<file path="config.mk">
export PLATFORM = sky130hd
export DESIGN_NAME = dom_and_pipe
export DESIGN_NICKNAME = d
export VERILOG_FILES = /design/src/rtl/dom_pkg.sv /design/src/rtl/dom_cross_term.sv /design/src/rtl/dom_and_pipe.sv
export SDC_FILE = /design/constraint.sdc
export NUM_CORES = 1
export LEC_CHECK = 0
export ABC_AREA = 1
export BUFFER_PORTS_ARGS = -buffer_cell sky130_fd_sc_hd__buf_4
export CELL_PAD_IN_SITES_DETAIL_PLACEMENT = 0
export CELL_PAD_IN_SITES_GLOBAL_PLACEMENT = 1
export CORE_AREA = 3 3 64 66
export CTS_CLUSTER_DIAMETER = 100
export CTS_CLUSTER_SIZE = 24
export DETAILED_ROUTE_END_ITERATION = 16
export DIE_AREA = 0 0 67 69
export PLACE_DENSITY_LB_ADDON = 0.08
export SYNTH_ARGS = -nofsm -noshare
export SYNTH_HDL_FRONTEND = slang
export SYNTH_HIERARCHICAL = 1
export SYNTH_SLANG_ARGS = --single-unit
</file>
<file path="constraint.sdc">
create_clock -name clk -period 1.9 [get_ports clk]
set_input_delay 0.095 -clock clk [delete_from_list [all_inputs] [get_ports clk]]
set_output_delay 0.095 -clock clk [all_outputs]
set_load 0.02 [all_outputs]
</file>
<file path="src/rtl/dom_pkg.sv">
// Shared helpers for the domain-oriented masking (DOM-indep) AND gadget:
// share-count derivation, fresh-randomness word count and the mapping from
// a share pair (i,j) to its packed randomness word.
package dom_pkg;

    // Default geometry of the 2-share gadget used across the masked datapath.
    localparam int DOM_DEF_WIDTH = 4;
    localparam int DOM_DEF_ORDER = 1;

    // Role of one entry of the SHARES x SHARES term matrix.
    typedef enum logic [1:0] {
        TERM_INNER = 2'd0,  // i == j : x_i & y_i, stays inside its domain
        TERM_UPPER = 2'd1,  // i <  j : masked with r_ij
        TERM_LOWER = 2'd2   // i >  j : masked with r_ji
    } term_kind_e;

    // Number of shares for a given masking order.
    function automatic int shares_of(input int order);
        return order + 1;
    endfunction

    // Fresh WIDTH-bit random words needed per operation: one per unordered pair.
    function automatic int nrnd(input int shares);
        return shares * (shares - 1) / 2;
    endfunction

    // Lexicographic index of pair (i,j), i<j: (0,1),(0,2),...,(1,2),...
    // Rows before i contribute (shares-1-k) pairs each.
    function automatic int rnd_idx(input int i, input int j, input int shares);
        return i * shares - (i * (i + 1)) / 2 + (j - i - 1);
    endfunction

    // Classify a term matrix entry.
    function automatic term_kind_e term_kind(input int i, input int j);
        if (i == j) begin
            return TERM_INNER;
        end else if (i < j) begin
            return TERM_UPPER;
        end
        return TERM_LOWER;
    endfunction

    // Randomness word masking term (i,j); both (i,j) and (j,i) share one word.
    function automatic int term_rnd_idx(input int i, input int j, input int shares);
        if (i < j) begin
            return rnd_idx(i, j, shares);
        end
        return rnd_idx(j, i, shares);
    endfunction

endpackage

</file>
<file path="src/rtl/dom_cross_term.sv">
// One registered entry of the DOM term matrix: t = (x_i & y_j) ^ r.
// Inner-domain terms are built with r tied to zero. The register is the
// glitch barrier: nothing downstream ever sees x/y/r combinationally.
module dom_cross_term #(
    parameter int WIDTH = 4
) (
    input  logic             clk,
    input  logic             rst_n,
    input  logic             en_i,
    input  logic [WIDTH-1:0] x_i,
    input  logic [WIDTH-1:0] y_i,
    input  logic [WIDTH-1:0] r_i,
    output logic [WIDTH-1:0] t_o
);

    logic [WIDTH-1:0] t_d;
    logic [WIDTH-1:0] t_q;

    assign t_d = (x_i & y_i) ^ r_i;

    // Capture the masked partial product only on acceptance; hold otherwise.
    always_ff @(posedge clk or negedge rst_n) begin
        if (!rst_n) begin
            t_q <= '0;
        end else if (en_i) begin
            t_q <= t_d;
        end
    end

    assign t_o = t_q;

endmodule

</file>
<file path="src/rtl/dom_and_pipe.sv">
// d-th order DOM-indep masked AND, two-stage valid/ready pipeline.
// Stage 1 registers all SHARES*SHARES partial products (cross-domain ones
// remasked with fresh randomness); stage 2 compresses each row by XOR into
// the output share. Randomness is consumed only together with operands.
module dom_and_pipe
    import dom_pkg::*;
#(
    parameter  int WIDTH  = DOM_DEF_WIDTH,
    parameter  int ORDER  = DOM_DEF_ORDER,
    localparam int SHARES = shares_of(ORDER),
    parameter  int NRND   = nrnd(SHARES)
) (
    input  logic                    clk,
    input  logic                    rst_n,
    input  logic                    in_valid,
    output logic                    in_ready,
    input  logic [SHARES*WIDTH-1:0] x_sh,
    input  logic [SHARES*WIDTH-1:0] y_sh,
    input  logic                    rnd_valid,
    output logic                    rnd_ready,
    input  logic [NRND*WIDTH-1:0]   rnd,
    output logic                    out_valid,
    input  logic                    out_ready,
    output logic [SHARES*WIDTH-1:0] z_sh
);

    logic                    s1_valid_q;
    logic                    out_valid_q;
    logic [SHARES*WIDTH-1:0] z_d;
    logic [SHARES*WIDTH-1:0] z_q;
    logic [WIDTH-1:0]        term_q [SHARES][SHARES];

    logic s2_en;
    logic s1_en;
    logic acc;

    // Handshake: stage 2 advances when empty or drained; stage 1 when empty or
    // it can move into stage 2. Reset forces both readies low.
    assign s2_en     = !out_valid_q || out_ready;
    assign s1_en     = rst_n && (!s1_valid_q || s2_en);
    assign acc       = in_valid && rnd_valid && s1_en;
    assign in_ready  = s1_en;
    assign rnd_ready = acc;

    // ---- stage 1: registered term matrix ----
    for (genvar gi = 0; gi < SHARES; gi++) begin : g_row
        for (genvar gj = 0; gj < SHARES; gj++) begin : g_col
            localparam term_kind_e KIND = term_kind(gi, gj);
            logic [WIDTH-1:0] r_sel;

            if (KIND == TERM_INNER) begin : g_inner
                assign r_sel = '0;
            end else begin : g_cross
                localparam int RI = term_rnd_idx(gi, gj, SHARES);
                assign r_sel = rnd[RI*WIDTH +: WIDTH];
            end

            dom_cross_term #(
                .WIDTH (WIDTH)
            ) u_term (
                .clk   (clk),
                .rst_n (rst_n),
                .en_i  (acc),
                .x_i   (x_sh[gi*WIDTH +: WIDTH]),
                .y_i   (y_sh[gj*WIDTH +: WIDTH]),
                .r_i   (r_sel),
                .t_o   (term_q[gi][gj])
            );
        end
    end

    // Stage-1 occupancy: filled on accept, emptied when it moves on unreplaced.
    always_ff @(posedge clk or negedge rst_n) begin
        if (!rst_n) begin
            s1_valid_q <= 1'b0;
        end else if (s1_en) begin
            s1_valid_q <= acc;
        end
    end

    // ---- stage 2: per-domain compression of registered terms ----
    // Row i of the term matrix folds into output share i.
    always_comb begin
        z_d = '0;
        for (int i = 0; i < SHARES; i++) begin
            for (int j = 0; j < SHARES; j++) begin
                z_d[i*WIDTH +: WIDTH] = z_d[i*WIDTH +: WIDTH] ^ term_q[i][j];
            end
        end
    end

    // Output shares and valid; frozen while downstream back-pressures.
    always_ff @(posedge clk or negedge rst_n) begin
        if (!rst_n) begin
            out_valid_q <= 1'b0;
            z_q         <= '0;
        end else if (s2_en) begin
            out_valid_q <= s1_valid_q;
            z_q         <= z_d;
        end
    end

    assign out_valid = out_valid_q;
    assign z_sh      = z_q;

endmodule

</file>
==> results.ini <==
[min_path]
hold_class = input port to flop
min_path_cells = 4

[sta]
max_freq_mhz = 589
fin_crit_ns = 1.70
finalClockSkew_ns = 0.000635
min_period_over_period_pct = 89.4
timing.setup.tns_ns = 0
hold_viol = 0
finalMaxSlewViolations = 0
setup_viol = 0
rsz0062_at_grt = no

[floorplan]
std_cell_rows = 22
coreArea_sq_mm = 0.00363
design.die.area_sq_mm = 0.00462
dieHeight_um = 69
die_x_um = 67
io_pins = 36
initial_core_util_pct = 38.2

[clock_network]
cts-htree-levels = 1
tritoncts = built
clk_path_buf_depth = 2
post_cts_buffers = 0
cts_root_buf = clkbuf_8
clock_latency_ns = 0.27
cts_resized = 0
tritoncts_num_sinks = 26
cts-buffers-inserted = 3
hold_buffers = 1
path_clk_slew_ns = 0.09

[grt]
grt_pass1_vias = 1187
grt_util_all_layers_pct = 14.3
grt_antenna_before_repair = 0
grt_pass1_wl_um = 5140
overflow = 0
grt_max_degree = 29

[cells_and_area]
num-nets-final = 282
syn2layout_area_growth_pct = 33.1
antenna_cells = 0
regArea_sq_um = 651
fillers = 390
multi_input_area_sq_um = 691
finalInstanceArea_sq_mm = 0.00185
final_cell_mix = nand2_1 (92), nand3_1 (42), buf_4 (37), dfrtp_1 (26), inv_1 (21)
final_common_cell = nand2_1
drive_gt1_share_pct = 22.3

[route]
drtAntennaViolNets = 0
avgRoutedWirePerCell_um = 9.89
vias = 1302
drt-initial-drc-count = 21
dr.pass1.iters = 4
drc = 0
routed_wl_um = 3010
vias_per_cell = 4.28

[placed_design]
dpl_cell_area_sq_mm = 0.00178
dp_hpwl_um = 2260
gp_congestion = 0.659
portBuffers = 35

[synthesis]
synth_cell_types = 10
seq_area_frac_synth_pct = 46.9
ys_warn_count = 6
ys_ff_latch = 26
syn-cell-area_sq_mm = 0.00139
avgSynthCellArea_sq_um = 6.97
postSynthCellCount = 199

[worst_setup_path]
critPathSlowestCell = dfrtp_1
cp.arrival_ns = 1.60
required_ns = 1.80
cp-start-kind = flop
cp_cell_sequence = nand3_1 -> nand3_1 -> inv_1 -> buf_4 -> buf_4
ff2ff_path_depth = 6
cpPeakStageDelay_ns = 0.43
cp-end-kind = primary output
cp_max_fo = 13
path_class = flop to primary output

[power_and_ir_drop]
ir_drop_uv = 312
leakage_uw = 0.00104
pwr_density_cell_mw_per_mm2 = 902

[run_status]
status = finished, final reports clean

[flow_run]
cap_violations = 0

## worst max-delay path: cells and delay by family, from the launching register on
kind / cells / cell delay, ns
buffers and inverters: 3 / 0.69
AND/OR/NAND/NOR: 2 / 0.21
flip-flops: 1 / 0.43
## area by class of cell
cell class | instances | share of cell area, %
clock buffer | 4 | 2.98
inverter | 27 | 5.49
multi-input combinational | 161 | 37.4
sequential | 26 | 35.3
tap | 48 | 3.25
timing repair buffer | 38 | 15.6
## cell usage after synthesis
cell type,instances,area share (%)
nand3_1,42,15
nand2_1,92,25
inv_1,21,5.7
nand2_2,1,0.45
nor2_4,1,0.81
dfrtp_1,26,47
conb_1,1,0.27
o21bai_1,1,0.54
inv_2,6,1.6
or2_2,8,3.6
## where the power goes
| part | switching, uW | leakage, uW | internal (uW) |
|---|---|---|---|
| clock | 173 | 0.0000288 | 185 |
| combinational | 288 | 0.000688 | 241 |
| sequential | 83.9 | 0.000319 | 693 |
| total | 545 | 0.00104 | 1120 |
## per-layer routing
| metal | vias up | wire length [um] | part of all wire, % | GRT usage (%) |
|---|---|---|---|---|
| li1 | 715 | - | - | - |
| met1 | 559 | 1360 | 45 | 17.5 |
| met2 | 23 | 1480 | 49 | 24.3 |
| met3 | 5 | 128 | 4.3 | 2.44 |
| met4 | 0 | 46 | 1.5 | 5.41 |
| met5 | - | 0 | 0 | 0 |
## final timing paths
check / startpoint / end / slack (ns)
worst min-delay path: out_ready / z_sh[7]$_DFFE_PN0P_ / 0.13
worst max-delay path: out_valid$_DFFE_PN0P_ / rnd_ready / 0.20
min in group asynchronous: rst_n / z_sh[6]$_DFFE_PN0P_ / 0.37
worst max register to register: out_valid$_DFFE_PN0P_ / g_row[0].g_col[0].u_term/t_o[1]$_DFFE_PN0P_ / 0.52
worst min register to register: s1_valid_q$_DFFE_PN0P_ / out_valid$_DFFE_PN0P_ / 0.48
max in group asynchronous: rst_n / g_row[0].g_col[1].u_term/t_o[0]$_DFFE_PN0P_ / 1.27
## cell families after synthesis
| family | count (synthesis) | synth area share, % |
|---|---|---|
| and+or+nand+nor | 144 | 44.9 |
| buffers and inverters | 27 | 7.31 |
| DFF | 26 | 46.9 |
| AOI/OAI and AO/OA | 1 | 0.542 |
| other | 1 | 0.270 |
## metrics by stage
step | setup WS [ns] | hold WS, ns | utilization, % | instances | total power, uW
CTS | 0.175 | 0.127 | 50.8 | 304 | 1690
global placement | 0.513 | 0.133 | 49.0 | 299 | 1320
floorplan | 0.395 | -0.201 | - | 214 | 1090
finish | 0.202 | 0.125 | 50.8 | 304 | 1660
global route | 0.0597 | 0.124 | 50.8 | 304 | 1790
detailed placement | 0.490 | 0.134 | 49.0 | 299 | 1320
## state kept, by name, summed over array words and instances (netlist names)
name and count:
out_valid 1, s1_valid_q 1, g_row.g_col.u_term/t_o 16, z_sh 8
No activity file was read; power rests on OpenSTA's default activity.
